## config.mk

```make
export PLATFORM = sky130hd
export DESIGN_NAME = reorder_buffer
export DESIGN_NICKNAME = d
export VERILOG_FILES = /design/src/rtl/general_defines.sv /design/src/rtl/reorder_buffer.sv
export SDC_FILE = /design/constraint.sdc
export NUM_CORES = 1
export LEC_CHECK = 0
export ABC_CLOCK_PERIOD_IN_PS = 8790
export BUFFER_PORTS_ARGS = -buffer_cell sky130_fd_sc_hd__clkbuf_2
export CAP_MARGIN = 10
export CORE_ASPECT_RATIO = 1.4
export CORE_MARGIN = 3
export CORE_UTILIZATION = 55
export CTS_CLUSTER_DIAMETER = 40
export CTS_CLUSTER_SIZE = 24
export DETAILED_ROUTE_END_ITERATION = 16
export GPL_TIMING_DRIVEN = 0
export PLACE_DENSITY = 0.74
export SYNTH_ARGS = -nofsm -noshare
export SYNTH_HDL_FRONTEND = slang
export SYNTH_SLANG_ARGS = --single-unit
```

## constraint.sdc

```tcl
create_clock -name clk -period 8.79 [get_ports clk]
set_input_delay 0.879 -clock clk [delete_from_list [all_inputs] [get_ports clk]]
set_output_delay 0.879 -clock clk [all_outputs]
set_load 0.01 [all_outputs]
```

## src/rtl/general_defines.sv

```systemverilog
// Shared widths and the reorder-buffer entry payload used across the core.
package general_defines;

    localparam int unsigned ROB_IDX_W       = 3;
    localparam int unsigned INSTR_MEM_IDX_W = 10;
    localparam int unsigned ARCH_REG_IDX_W  = 5;
    localparam int unsigned PHYS_REG_IDX_W  = 6;
    localparam int unsigned INT_DATA_W      = 32;

    typedef struct packed {
        logic [INSTR_MEM_IDX_W-1:0] pc;
        logic [ARCH_REG_IDX_W-1:0]  logical_rd;
        logic [PHYS_REG_IDX_W-1:0]  phys_rd;
        logic [PHYS_REG_IDX_W-1:0]  old_phys_rd;
        logic [INT_DATA_W-1:0]      result;
        logic [6:0]                 opcode;
        logic [2:0]                 funct3;
        logic [6:0]                 funct7;
        logic                       is_store;
        logic                       is_load;
        logic                       is_branch;
        logic                       pred_taken;
        logic [INSTR_MEM_IDX_W-1:0] pred_target;
        logic                       branch_taken;
        logic [INSTR_MEM_IDX_W-1:0] branch_target;
    } rob_entry_t;

endpackage

```

## src/rtl/reorder_buffer.sv

```systemverilog
// Circular reorder buffer: in-order allocate, out-of-order writeback, in-order retire, full flush.
// Define ROB_WB_BYPASS_EN to forward a writeback that targets the head onto the head outputs in the same cycle.
module reorder_buffer
    import general_defines::*;
#(
    parameter int unsigned ROB_DEPTH = 1 << ROB_IDX_W
) (
    input  logic                       clk,
    input  logic                       rst,

    input  logic                       alloc_valid,
    output logic                       alloc_ready,
    output logic [ROB_IDX_W-1:0]       alloc_idx,
    input  logic [INSTR_MEM_IDX_W-1:0] alloc_pc,
    input  logic [ARCH_REG_IDX_W-1:0]  alloc_logical_rd,
    input  logic [PHYS_REG_IDX_W-1:0]  alloc_phys_rd,
    input  logic [PHYS_REG_IDX_W-1:0]  alloc_old_phys_rd,
    input  logic [6:0]                 alloc_opcode,
    input  logic [2:0]                 alloc_funct3,
    input  logic [6:0]                 alloc_funct7,
    input  logic                       alloc_is_store,
    input  logic                       alloc_is_load,
    input  logic                       alloc_is_branch,
    input  logic                       alloc_pred_taken,
    input  logic [INSTR_MEM_IDX_W-1:0] alloc_pred_target,

    input  logic                       wb_valid,
    input  logic [ROB_IDX_W-1:0]       wb_rob_idx,
    input  logic [INT_DATA_W-1:0]      wb_result,
    input  logic                       wb_branch_taken,
    input  logic [INSTR_MEM_IDX_W-1:0] wb_branch_target,

    output logic [ROB_IDX_W-1:0]       rob_head_idx,
    output logic                       rob_head_valid,
    output logic                       rob_head_done,
    output logic [INSTR_MEM_IDX_W-1:0] rob_head_pc,
    output logic [ARCH_REG_IDX_W-1:0]  rob_head_logical_rd,
    output logic [PHYS_REG_IDX_W-1:0]  rob_head_phys_rd,
    output logic [PHYS_REG_IDX_W-1:0]  rob_head_old_phys_rd,
    output logic [INT_DATA_W-1:0]      rob_head_result,
    output logic [6:0]                 rob_head_opcode,
    output logic [2:0]                 rob_head_funct3,
    output logic [6:0]                 rob_head_funct7,
    output logic                       rob_head_is_store,
    output logic                       rob_head_is_load,
    output logic                       rob_head_is_branch,
    output logic                       rob_head_pred_taken,
    output logic [INSTR_MEM_IDX_W-1:0] rob_head_pred_target,
    output logic                       rob_head_branch_taken,
    output logic [INSTR_MEM_IDX_W-1:0] rob_head_branch_target,

    input  logic                       rob_advance_head,
    input  logic                       flush_pipeline,

    output logic                       rob_full,
    output logic                       rob_empty,
    output logic [ROB_IDX_W:0]         rob_count
);

    localparam int unsigned CNT_W = ROB_IDX_W + 1;

    if (ROB_DEPTH != (1 << ROB_IDX_W)) begin : g_bad_depth
        $error("reorder_buffer: ROB_DEPTH must equal 2**ROB_IDX_W");
    end

    logic [ROB_IDX_W-1:0] head;
    logic [ROB_IDX_W-1:0] tail;
    logic [CNT_W-1:0]     count;
    logic [CNT_W-1:0]     count_nxt;
    logic [ROB_DEPTH-1:0] valid;
    logic [ROB_DEPTH-1:0] done;
    rob_entry_t           entries [ROB_DEPTH];

    logic       alloc_fire;
    logic       wb_fire;
    logic       retire_fire;
    logic       wb_hits_head;
    rob_entry_t alloc_entry;
    rob_entry_t head_view;

    assign rob_full       = (count == CNT_W'(ROB_DEPTH));
    assign rob_empty      = (count == '0);
    assign rob_count      = count;
    assign alloc_ready    = !rob_full;
    assign alloc_idx      = tail;
    assign rob_head_idx   = head;
    assign rob_head_valid = !rob_empty;

    assign alloc_fire  = alloc_valid && alloc_ready;
    assign retire_fire = rob_advance_head && rob_head_valid;
    // Allocation owns the tail slot if a writeback illegally aims at it.
    assign wb_fire     = wb_valid && valid[wb_rob_idx] && !(alloc_fire && (wb_rob_idx == tail));

    always_comb begin
        alloc_entry               = '0;
        alloc_entry.pc            = alloc_pc;
        alloc_entry.logical_rd    = alloc_logical_rd;
        alloc_entry.phys_rd       = alloc_phys_rd;
        alloc_entry.old_phys_rd   = alloc_old_phys_rd;
        alloc_entry.opcode        = alloc_opcode;
        alloc_entry.funct3        = alloc_funct3;
        alloc_entry.funct7        = alloc_funct7;
        alloc_entry.is_store      = alloc_is_store;
        alloc_entry.is_load       = alloc_is_load;
        alloc_entry.is_branch     = alloc_is_branch;
        alloc_entry.pred_taken    = alloc_pred_taken;
        alloc_entry.pred_target   = alloc_pred_target;
    end

    always_comb begin
        count_nxt = count;
        case ({alloc_fire, retire_fire})
            2'b10:   count_nxt = count + CNT_W'(1);
            2'b01:   count_nxt = count - CNT_W'(1);
            default: count_nxt = count;
        endcase
    end

    // Control state; flush shares the reset path so it beats alloc, writeback and retire.
    always_ff @(posedge clk) begin
        if (rst || flush_pipeline) begin
            head  <= '0;
            tail  <= '0;
            count <= '0;
            valid <= '0;
            done  <= '0;
        end else begin
            if (alloc_fire) begin
                valid[tail] <= 1'b1;
                done[tail]  <= 1'b0;
                tail        <= tail + ROB_IDX_W'(1);
            end
            if (wb_fire) begin
                done[wb_rob_idx] <= 1'b1;
            end
            if (retire_fire) begin
                valid[head] <= 1'b0;
                head        <= head + ROB_IDX_W'(1);
            end
            count <= count_nxt;
        end
    end

    // Payload storage is not reset; every read is gated by valid.
    always_ff @(posedge clk) begin
        if (alloc_fire) begin
            entries[tail] <= alloc_entry;
        end
        if (wb_fire) begin
            entries[wb_rob_idx].result        <= wb_result;
            entries[wb_rob_idx].branch_taken  <= wb_branch_taken;
            entries[wb_rob_idx].branch_target <= wb_branch_target;
        end
    end

`ifdef ROB_WB_BYPASS_EN
    assign wb_hits_head = wb_valid && rob_head_valid && valid[head] && (wb_rob_idx == head);
`else
    assign wb_hits_head = 1'b0;
`endif

    assign head_view = rob_head_valid ? entries[head] : '0;

    assign rob_head_done          = rob_head_valid && (done[head] || wb_hits_head);
    assign rob_head_pc            = head_view.pc;
    assign rob_head_logical_rd    = head_view.logical_rd;
    assign rob_head_phys_rd       = head_view.phys_rd;
    assign rob_head_old_phys_rd   = head_view.old_phys_rd;
    assign rob_head_result        = wb_hits_head ? wb_result        : head_view.result;
    assign rob_head_opcode        = head_view.opcode;
    assign rob_head_funct3        = head_view.funct3;
    assign rob_head_funct7        = head_view.funct7;
    assign rob_head_is_store      = head_view.is_store;
    assign rob_head_is_load       = head_view.is_load;
    assign rob_head_is_branch     = head_view.is_branch;
    assign rob_head_pred_taken    = head_view.pred_taken;
    assign rob_head_pred_target   = head_view.pred_target;
    assign rob_head_branch_taken  = wb_hits_head ? wb_branch_taken  : head_view.branch_taken;
    assign rob_head_branch_target = wb_hits_head ? wb_branch_target : head_view.branch_target;

endmodule

```

==> impl_metrics.toml, run 1 <==
[placement]
port_buffers = 222
dp_hpwl_um = 56200
dpl_cell_area_sq_um = 37500
gp_congestion = 0.840

[drt]
drt_first_iter_violations = 2062
drt-total-wl_um = 85000
ant_nets = 0
num_vias = 18963
wl_per_cell_um = 27.0
first_pass_iters = 6
drcViolationCount = 0
viasPerCell = 6.03

[clock_tree]
holdBufCountCts = 0
clock-root-buffer = "clkbuf_16"
path_clk_slew_ps = 70
cts_tree = "built"
cts_resized = 0
postCtsSetupBuffers = 0
ctsHtreeMaxLevel = 3
clockBufferDepth = 3
numCtsBuffers = 83
clk_latency_ps = 640
clkSinkCount = 837

[die]
start_util_pct = 56.1
io_pins = 226
dieArea_sq_um = 65700
fp-row-count = 107
core_area_sq_um = 61500
die_height_um = 302
die_w_um = 218

[sta]
final.period_utilization_pct = 54.3
rsz0062_at_grt = "no"
setup_tns_ps = 0
hold_violations = 0
worst_pin_slew_ps = 1260
slew_headroom_pct = 15.9
fmax_ghz = 0.209
maxSlewViolCount = 0
final-setup-viol-count = 0
period_minus_slack_ps = 4770
fin_skew_ps = 27.2
hold_ws_ps = 486

[grt]
grt_overflow = 0
antenna_found_initial = 12
grt_pass1_wl_um = 127000
grt_start_max_net_pins = 52
gr-usage-all-layers_pct = 26.3
grt_pass1_vias = 19964

[synth]
yosys.area.top_type = "edfxtp_1"
netlist_area_sq_um = 34500
syn-num-nets = 2007
synth_area_leaders = "edfxtp_1 (70%), mux4_2 (13%), and2_1 (3.9%)"
syn_inst = 1892
ys_seq_area_share_pct = 72.1
synth_edf_count = 808
yosysWarnings = 0
avgSynthCellArea_sq_um = 18.2
synth_common_cells = "edfxtp_1 (808), nor2_1 (242), and2_1 (216), mux4_2 (206), mux2i_1 (107)"
ys_async_sr_fraction_pct = 0
dominantRegCellSynth = "edfxtp_1"
ys_types = 47
yosysMostFrequentCell = "edfxtp_1"
synth_top_cell_area_share_pct = 70.4
ys_ff_latch = 837

[worst_setup_path]
critPathMaxStageDelay_ps = 910
worst_setup_path_end_kind = "output pin"
path_buf_inv = 4
crit_chain = "buf_2 > clkbuf_1 > buf_1 > mux4_2 > mux2i_1 > nor2_1 > clkbuf_2"
critPathKind = "reg2out"
rrSetupSlack_ps = 5330
cp.depth = 7
regToRegStartpoint = "alloc_idx[2]"
cp_max_fo = 10
crit_required_ps = 7910
cpMaxStageDelayCell = "buf_1"
worstSetupStartpointType = "register"
cp_top_family = "buffers and inverters"
r2r-end = "entries[5][50]"
reg2reg_depth = 8
arrival_ps = 3900

[final_layout]
drive_gt1_share_pct = 31.2
fin_area_sq_um = 40400
multi_input_area_sq_um = 9130
final_core_util_pct = 65.8
fill_cells = 4128
nets = 2365
area_growth_pct = 17.3
regArea_sq_um = 24800

[worst_hold_path]
hold_depth = 2
hold_end = "done[5]"
hp-class = "reg2reg"
min_from = "done[5]"

[pwr]
p_per_area_nw_per_um2 = 209
peakVddDrop_mv = 0.155
p_leak_nw = 13.9

[job]
drv_cap = 0

[outcome]
status = "finished, final reports clean"
worst max-delay path by stage:
stage / from / to
2_1_floorplan: alloc_valid / entries[2][0]
3_3_place_gp: alloc_valid / entries[2][52]
3_5_place_dp: register / rob_head_branch_taken
4_1_cts: register / rob_head_branch_taken
5_1_grt: register / rob_head_pred_target[7]
6_report: register / rob_head_branch_taken
worst min-delay path, stage by stage (launching register included):
cell,delay (ps)
dfxtp_1,310
inv_1,50
o32ai_1,70
layout by cell type, fill, tap and decap left out, types with 5 or more instances in the layout:
| cell type | synthesis | routed |
|---|---|---|
| a211oi_4 | 5 | 5 |
| a21oi_1 | 7 | 7 |
| and2_1 | 216 | 216 |
| buf_1 | 19 | 19 |
| buf_12 | 0 | 11 |
| buf_16 | 0 | 9 |
| buf_2 | 30 | 30 |
| buf_6 | 5 | 30 |
| buf_8 | 0 | 6 |
| clkbuf_1 | 45 | 48 |
| clkbuf_16 | 0 | 85 |
| clkbuf_2 | 20 | 242 |
| clkinv_1 | 0 | 5 |
| clkinv_4 | 0 | 7 |
| clkinv_8 | 0 | 5 |
| clkinvlp_4 | 0 | 7 |
| dfxtp_1 | 29 | 29 |
| diode_2 | 0 | 9 |
| edfxtp_1 | 808 | 808 |
| ha_1 | 5 | 5 |
| inv_6 | 1 | 20 |
| inv_8 | 0 | 16 |
| mux2i_1 | 107 | 107 |
| mux4_2 | 206 | 206 |
| nand2_1 | 57 | 57 |
| nand3_1 | 12 | 12 |
| nor2_1 | 242 | 240 |
| nor2b_1 | 5 | 5 |
| o221a_2 | 8 | 8 |
| or2_2 | 7 | 7 |
| xor2_1 | 5 | 5 |
layer usage:
metal,routed length [um],GRT usage (%),vias to the layer above
met4,2340,8.58,4
li1,-,-,8099
met5,32,0,-
met3,6630,4.40,152
met2,44300,45.7,883
met1,31600,34.1,9825
final cells by class:
cell class                 count  share of cell area (%)
antenna                        9                  0.0557
buffer                       119                    1.35
clock buffer                  90                    5.36
clock inverter                66                    1.72
inverter                       6                  0.0743
multi-input combinational    930                    22.6
sequential                   837                    61.5
tap                          817                    2.53
timing repair buffer         273                    4.83
power by group:
part	internal [mW]	leakage (nW)	total (mW)	switching (mW)
registers	4.39	8.35	4.40	0.0112
clock network	2.00	1.39	3.66	1.67
logic	0.138	4.19	0.368	0.230
total	6.52	13.9	8.43	1.91
flip-flops by register name, summed over array words and instances (netlist names), named ones only:
name,count
entries,808
done,8
valid,8
rob_count,4
alloc_idx,3
rob_head_idx,3
per-stage QoR:
| step | power, mW | cells | worst slack, ps |
|---|---|---|---|
| 2_1_floorplan | 4.68 | 1892 | 1510 |
| 3_3_place_gp | 4.84 | 2931 | -4090 |
| 3_5_place_dp | 4.86 | 2982 | 4600 |
| 4_1_cts | 8.47 | 3138 | 3940 |
| 5_1_grt | 8.67 | 3142 | 3910 |
| 6_report | 8.43 | 3147 | 4020 |
kinds of logic (layout without fill, tap and decap cells):
| logic type | after synthesis | in the layout | synth area share, % |
|---|---|---|---|
| AND/OR/NAND/NOR | 558 | 558 | 7.95 |
| other | 0 | 9 | 0 |
| buffers and inverters | 125 | 554 | 1.67 |
| adder cells (fa/ha/maj) | 5 | 5 | 0.182 |
| multiplexers | 317 | 317 | 16.7 |
| AO/OA/AOI/OAI | 41 | 41 | 1.15 |
| flip-flops | 837 | 837 | 72.1 |
| XOR/XNOR | 9 | 9 | 0.229 |
Power figures use the tool's default switching activity.
==> inputs of run 2 (changes only) <==
--- a/config.mk
+++ b/config.mk
@@ -5,7 +5,7 @@
 export SDC_FILE = /design/constraint.sdc
 export NUM_CORES = 1
 export LEC_CHECK = 0
-export ABC_CLOCK_PERIOD_IN_PS = 8790
+export ABC_CLOCK_PERIOD_IN_PS = 4100
 export BUFFER_PORTS_ARGS = -buffer_cell sky130_fd_sc_hd__clkbuf_2
 export CAP_MARGIN = 10
 export CORE_ASPECT_RATIO = 1.4
==> constraint.sdc (replaced) <==
create_clock -name clk -period 4.1 [get_ports clk]
set_input_delay 0.41 -clock clk [delete_from_list [all_inputs] [get_ports clk]]
set_output_delay 0.41 -clock clk [all_outputs]
set_load 0.01 [all_outputs]
==> impl_metrics.toml, run 2 (same netlist as run 1, synthesis figures left out) <==
[worst_setup_path]
critPathKind = "reg2out"
cp_max_fo = 10
worst_setup_path_end_kind = "output pin"
worstSetupStartpointType = "register"
arrival_ps = 3540
crit_required_ps = 3690

[sta]
maxSlewViolCount = 0
final-setup-viol-count = 0
fmax_ghz = 0.253
hold_violations = 0
slew_headroom_pct = 16.7
rsz0062_at_grt = "no"
worst_pin_slew_ps = 1250
period_minus_slack_ps = 3950
hold_ws_ps = 41.6
final.period_utilization_pct = 96.4
fin_skew_ps = 53.2
setup_tns_ps = 0

[drt]
num_vias = 18987
top_layer_used = "met5"
ant_nets = 0
viasPerCell = 6.07
first_pass_iters = 6
wl_met2_um = 45900
drcViolationCount = 0
wl_per_cell_um = 27.7
met1_length_um = 31700
dr_wl_met3_um = 6530
drt_first_iter_violations = 1933
drt-total-wl_um = 86700

[placement]
dpl_cell_area_sq_um = 37500
dp_hpwl_um = 56000
gp_congestion = 0.832
port_buffers = 222

[final_layout]
multi_input_area_sq_um = 9160
regArea_sq_um = 24900
final_cell_mix = "edfxtp_1 (808), clkbuf_2 (244), nor2_1 (240)"
fin_area_sq_um = 40500
largestRegisters = "entries: 808 flops, done: 8 flops, valid: 8 flops"
nets = 2348
drive_gt1_share_pct = 31.1
area_growth_pct = 17.5
largest_reg_flops = 808
regMostFlops = "entries"
fill_cells = 4055
final_common_cell = "edfxtp_1"

[clock_tree]
clkSinkCount = 837
clockBufferDepth = 3
numCtsBuffers = 81
clock-root-buffer = "clkbuf_16"
holdBufCountCts = 0
path_clk_slew_ps = 80
cts_tree = "built"
ctsHtreeMaxLevel = 3
postCtsSetupBuffers = 0
clk_latency_ps = 650

[pwr]
p_total_mw = 18.3
p_leak_nw = 13.9
p_per_area_nw_per_um2 = 451
peakVddDrop_mv = 0.301

[die]
die_w_um = 218
dieArea_sq_um = 65700
core_area_sq_um = 61500
io_pins = 226
start_util_pct = 56.1
fp-row-count = 107
die_height_um = 302

[job]
drv_cap = 0

[grt]
grt_pass1_wl_um = 128000
grt_pass1_vias = 20242
grt_overflow = 0
gr-usage-all-layers_pct = 26.7
antenna_found_initial = 12
grt_start_max_net_pins = 43

[outcome]
status = "finished, final reports clean"

[worst_hold_path]
hp-class = "in2reg"
[run 2: where the power goes]
group	internal [mW]	switching [mW]
Combinational	0.292	0.496
Clock	4.32	3.74
Sequential	9.41	0.0256
[run 2: layout make-up]
type                       instances  area share (%)
multi-input combinational        930            22.6
tap                              817            2.52
buffer                           119            1.43
clock buffer                      84            5.09
sequential                       837            61.4
clock inverter                    68            2.28
timing repair buffer             258            4.56
inverter                           6          0.0927
antenna                            7          0.0433
[run 2: critical path, stage by stage (launching register included)]
cell	delay (ps)
dfxtp_1	310
buf_2	120
clkbuf_1	740
clkdlybuf4s15_2	620
mux4_2	560
mux2i_1	290
nor2_1	90
clkbuf_2	160
[run 2: timing repair]
item,in CTS,in global routing
gates resized for setup,3,4
endpoints found under the hold margin,0,0
setup endpoints to repair,79,3
gates cloned,0,0
[run 2: layer usage]
layer | vias to the layer above | track usage (%)
met1 | 9874 | 33.3
li1 | 8050 | -
met3 | 178 | 5.56
met5 | - | 0
met2 | 877 | 46.9
met4 | 8 | 9.40
[run 2: final timing paths]
path / start / to / slack (ps) / cells after the start
min reg2reg: done[5] / done[5] / 500 / 2
min: alloc_logical_rd[2] / entries[7][88] / 40 / 1
max reg2reg: alloc_idx[2] / entries[5][49] / 340 / 8
max: register / rob_head_branch_taken / 150 / 7
[run 2: per-stage QoR]
| step | setup slack [ps] | cells | util (%) |
|---|---|---|---|
| after floorplan | -183 | 1892 | - |
| after global placement | -3040 | 2931 | 59.7 |
| after global routing | 7.61 | 3122 | 65.9 |
| after detailed placement | 266 | 2967 | 61.0 |
| after CTS | 30.8 | 3119 | 65.9 |
| final | 148 | 3126 | 65.9 |
